<file path="config.mk">
export PLATFORM = sky130hd
export DESIGN_NAME = bytecode_fetch_ctrl
export DESIGN_NICKNAME = d
export VERILOG_FILES = /design/src/rtl/bytecode_fetch_ctrl.sv
export SDC_FILE = /design/constraint.sdc
export NUM_CORES = 1
export LEC_CHECK = 0
export ABC_AREA = 1
export CAP_MARGIN = 20
export CORE_MARGIN = 2
export CORE_UTILIZATION = 45
export DETAILED_ROUTE_END_ITERATION = 8
export PLACE_DENSITY = 0.67
export SYNTH_ARGS = -nofsm -noshare
export SYNTH_HDL_FRONTEND = slang
export SYNTH_SLANG_ARGS = --single-unit
export TNS_END_PERCENT = 10
</file>
<file path="constraint.sdc">
create_clock -name clk -period 5.47 [get_ports clk]
set_input_delay 0.547 -clock clk [delete_from_list [all_inputs] [get_ports clk]]
set_output_delay 0.547 -clock clk [all_outputs]
set_load 0.1 [all_outputs]
</file>
<file path="src/rtl/bytecode_fetch_ctrl.sv">
// Bytecode fetch controller: issues sequential byte reads to an instruction RAM
// with a fixed one-cycle read latency, buffers the returned bytes (with the address
// each was fetched from) in a small prefetch FIFO, and presents the FIFO head to the
// instruction decoder through a valid/ready handshake.
//
// Ports
//   clk          : single clock, all state updates on the rising edge
//   reset        : synchronous, active-low reset
//   iram_rd      : read strobe to the instruction RAM
//   iram_adr     : read address (meaningful while iram_rd=1)
//   iram_data    : read data, valid the cycle after iram_rd
//   byte_out     : FIFO head byte
//   byte_valid   : FIFO head is valid
//   byte_ready   : decoder accepts the head when byte_valid=1
//   byte_pc      : address byte_out was fetched from
//   redirect     : restart fetch at redirect_adr (branch/invoke)
//   redirect_adr : new fetch address
//   hold         : pause issuing new reads; in-flight reads still land
//   fifo_count   : number of valid FIFO entries
module bytecode_fetch_ctrl #(
  parameter int unsigned ADR_W = 16,
  parameter int unsigned DEPTH = 4
) (
  input  logic                     clk,
  input  logic                     reset,
  output logic                     iram_rd,
  output logic [ADR_W-1:0]         iram_adr,
  input  logic [7:0]               iram_data,
  output logic [7:0]               byte_out,
  output logic                     byte_valid,
  input  logic                     byte_ready,
  output logic [ADR_W-1:0]         byte_pc,
  input  logic                     redirect,
  input  logic [ADR_W-1:0]         redirect_adr,
  input  logic                     hold,
  output logic [$clog2(DEPTH):0]   fifo_count
);

  localparam int unsigned PW = $clog2(DEPTH);
  localparam int unsigned CW = PW + 1;

  typedef enum logic [1:0] {StRun, StHold, StFlush} state_e;

  state_e                        state_q, state_d;
  logic [ADR_W-1:0]              fetch_ptr_q;
  logic                          inflight_q;
  logic [ADR_W-1:0]              inflight_adr_q;
  logic [PW-1:0]                 wr_ptr_q, rd_ptr_q;
  logic [CW-1:0]                 count_q;
  logic [DEPTH-1:0][7:0]         mem_data_q;
  logic [DEPTH-1:0][ADR_W-1:0]   mem_pc_q;

  logic rd_en, push, pop;

  always_comb begin
    state_d = state_q;
    unique case (state_q)
      StRun:   if (redirect) state_d = StFlush; else if (hold)  state_d = StHold;
      StHold:  if (redirect) state_d = StFlush; else if (!hold) state_d = StRun;
      StFlush: state_d = StRun;
      default: state_d = StRun;
    endcase
  end

  always_comb begin
    // Count the in-flight read as occupied so a push can never hit a full FIFO.
    rd_en = reset && (state_q == StRun) && !hold && !redirect &&
            ((count_q + {{(CW-1){1'b0}}, inflight_q}) < CW'(DEPTH));
    // A response is dropped if a redirect lands in its arrival cycle; the issue
    // cycle itself can never carry a redirect because rd_en excludes it.
    push       = inflight_q && !redirect && (state_q != StFlush);
    byte_valid = (count_q != '0) && (state_q != StFlush);
    pop        = byte_valid && byte_ready;
  end

  assign iram_rd    = rd_en;
  assign iram_adr   = fetch_ptr_q;
  assign byte_out   = mem_data_q[rd_ptr_q];
  assign byte_pc    = mem_pc_q[rd_ptr_q];
  assign fifo_count = count_q;

  always_ff @(posedge clk) begin
    if (!reset) begin
      state_q        <= StRun;
      fetch_ptr_q    <= '0;
      inflight_q     <= 1'b0;
      inflight_adr_q <= '0;
      wr_ptr_q       <= '0;
      rd_ptr_q       <= '0;
      count_q        <= '0;
      mem_data_q     <= '0;
      mem_pc_q       <= '0;
    end else begin
      state_q    <= state_d;
      inflight_q <= rd_en;
      if (rd_en) inflight_adr_q <= fetch_ptr_q;

      if (redirect) begin
        // Redirect wins over any push/pop this cycle; the FIFO is emptied anyway.
        fetch_ptr_q <= redirect_adr;
        wr_ptr_q    <= '0;
        rd_ptr_q    <= '0;
        count_q     <= '0;
      end else begin
        if (rd_en) fetch_ptr_q <= fetch_ptr_q + ADR_W'(1);
        if (push) begin
          mem_data_q[wr_ptr_q] <= iram_data;
          mem_pc_q[wr_ptr_q]   <= inflight_adr_q;
          wr_ptr_q             <= wr_ptr_q + PW'(1);
        end
        if (pop) rd_ptr_q <= rd_ptr_q + PW'(1);
        if (push && !pop)      count_q <= count_q + CW'(1);
        else if (pop && !push) count_q <= count_q - CW'(1);
      end
    end
  end

endmodule

</file>
==> results.json <==
{
  "status": "complete, no violations",
  "leakage_uw": 0.00269,
  "cts.reportedPaths.clkPinSlew_ps": 50,
  "worstSetupPathType": "flop to output port",
  "multi_input_area_um2": 3000,
  "syn_to_final_growth_pct": 20.2,
  "cts_setup_buffers": 0,
  "post_cts_resized": 0,
  "antenna_found_initial": 0,
  "synth_compound_area_frac": 0.183,
  "dp_hpwl_um": 9850,
  "worst_pin_slew_ps": 991,
  "synth_common_cells": "165 x nand2_1, 138 x dfxtp_1, 132 x nand3_1",
  "cp-start-kind": "flop",
  "cts_tree": "built",
  "intPower_uw": 1690,
  "power_density_nw_per_um2": 304,
  "synth_xor_area_frac": 0.00564,
  "wire_per_inst_um": 15.3,
  "synth_top_area_frac": 0.445,
  "synth_fa_ha_area_frac": 0.0153,
  "portBuffers": 73,
  "synth.area.top_cells": "dfxtp_1 44%, nand3_1 11%, nand2_1 10%",
  "yosys.cell_types.count": 27,
  "synth_top_family_by_area": "simple AND/OR/NAND/NOR gates",
  "cts.sinks": 138,
  "drt_wl_total_um": 16800,
  "fin_crit_ps": 3780,
  "crit_fanout": 27,
  "finalSetupViolations": 0,
  "required_ps": 4920,
  "hp-class": "flop to flop",
  "root_buffer": "clkbuf_16",
  "synthMuxAreaShare": 0,
  "syn-cell-area_um2": 6210,
  "drv_slew": 0,
  "crit_path_end_kind": "output port",
  "grt_pass1_wl_um": 27400,
  "synth.yosys.seq_area_share": 0.445,
  "cts_buffers": 17,
  "fmax_ghz": 0.265,
  "p_seq_frac": 0.460,
  "synth_ff_type": "dfxtp_1",
  "combPwrFrac": 0.097,
  "drtAntennaViolNets": 0,
  "p_switching_uw": 582,
  "synth_nets": 910,
  "io_pins": 74,
  "fin_util": 0.560,
  "irDropWorstVdd_v": 0.000201,
  "syn_area_per_cell_um2": 7.11,
  "drtIter0Drc": 686,
  "rsz0062_at_grt": "no",
  "yosysMostFrequentCell": "nand2_1",
  "fin_tns_setup_ps": 0,
  "seqCellArea_um2": 2760,
  "gp_congestion": 0.855,
  "die_area_um2": 14800,
  "diodes": 0,
  "htreeDepth": 4,
  "p_sw_frac": 0.256,
  "clk_latency_ps": 420,
  "fin_crit_sh": 0.691,
  "relSlewSlack": 0.339,
  "design.core.area_um2": 13300,
  "die_h_um": 122,
  "max_cap_viol_count": 0,
  "drt_pass1_iterations": 5,
  "route.detailed.drc": 0,
  "arrival_ps": 3230,
  "grt_start_max_net_pins": 109,
  "cts_max_path_buffers": 2,
  "vias": 6063,
  "grt-ovfl-total": 0,
  "synth_edf_count": 0,
  "ys_warn_count": 0,
  "fillers": 1323,
  "synth_cells": 874,
  "grt_pass1_vias": 5431,
  "finalClockSkew_ps": 6.67,
  "yosys.area.top_type": "dfxtp_1",
  "synth-simple-area-share": 0.278,
  "initial_core_util": 0.466,
  "viasPerCell": 5.52,
  "p_clk_frac": 0.443,
  "synth_seq_cells": 138,
  "layout-drive-gt1-share": 0.0499,
  "rows": 42,
  "postCtsHoldBufs": 0,
  "synthArstFlopShare": 0,
  "die_w_um": 122,
  "grtUsageTotal": 0.234,
  "nets": 947,
  "hold_viol_final": 0
}
[area by class of cell]
type / count / share of cell area
clock buffer: 27 / 0.0660
clock inverter: 3 / 0.00201
inverter: 37 / 0.0186
multi-input combinational: 633 / 0.401
sequential: 138 / 0.370
tap: 176 / 0.0295
timing repair buffer: 84 / 0.113
[power groups by stage]
stage	logic [uW]	clock network (uW)	registers, uW
floorplan	103	0	1110
global placement	219	0	1070
detailed placement	219	0	1070
CTS	220	1020	1040
global route	236	1070	1050
finish	222	1010	1040
[sequential cells by signal, summed over array words and instances, names as in the netlist]
name	flops
inflight_q	1
state_q	2
mem_pc_q	64
wr_ptr_q	2
fifo_count	3
iram_adr	16
rd_ptr_q	2
inflight_adr_q	16
mem_data_q	32
[routing by layer]
metal	share of wire	track usage	up-vias
li1	-	-	3023
met1	0.48	0.329	2822
met2	0.45	0.353	200
met3	0.055	0.0583	18
met4	0.014	0.0790	0
met5	0	0	-
[critical path, cell delays in order (launching register included)]
cell and delay (ps):
dfxtp_1 290, buf_4 220, inv_1 630, o21ai_0 210, o22ai_1 260, clkdlybuf4s50_1 1190
[cell usage in the layout, fill, tap and decap left out]
master and count:
a21oi_1 119, inv_1 34, o21ai_0 71, buf_12 1, a31oi_1 1, dfxtp_1 138, clkdlybuf4s50_1 72, clkbuf_1 7
nor2_4 1, a22oi_1 2, inv_2 3, o21a_1 1, nor3_1 3, nand3_1 132, nor2_1 89, nand3_2 2
nor2_2 2, o22ai_1 24, nand4_1 5, ha_1 6, nand2_1 165, clkbuf_8 3, clkinv_2 3, fa_1 1
xor2_1 4, clkbuf_16 17, buf_4 10, buf_16 1, o21bai_1 1, nand2_2 3, and2_1 1
[metrics by stage]
step                area [um^2]  setup slack [ps]  hold WS (ps)  cells  total power, uW
finish                     7470              1690           455   1098             2270
global route               7470              1520           471   1098             2350
CTS                        7440              1660           457   1097             2290
detailed placement         6930              1750           449   1067             1280
global placement           6930              1840           447   1067             1280
floorplan                  6210              2510           436    874             1220
[kinds of logic (layout without fill, tap and decap cells)]
family,Yosys count,count (layout)
DFF,138,138
xor gates and xnor gates,4,4
adders and majority gates,7,7
AOI/OAI and AO/OA,219,219
and+or+nand+nor,403,403
buffers and inverters,103,151
[final timing paths]
path                              startpoint            end  slack [ps]  cells after the start
worst max-delay path             rd_ptr_q[1]    byte_pc[13]        1690                      5
worst min-delay path            mem_pc_q[27]   mem_pc_q[27]         460                      2
worst max register to register    state_q[0]  fifo_count[2]        3060                     11
worst min register to register  mem_pc_q[27]   mem_pc_q[27]         460                      2
Note: power is estimated with default switching activity, not from simulation.
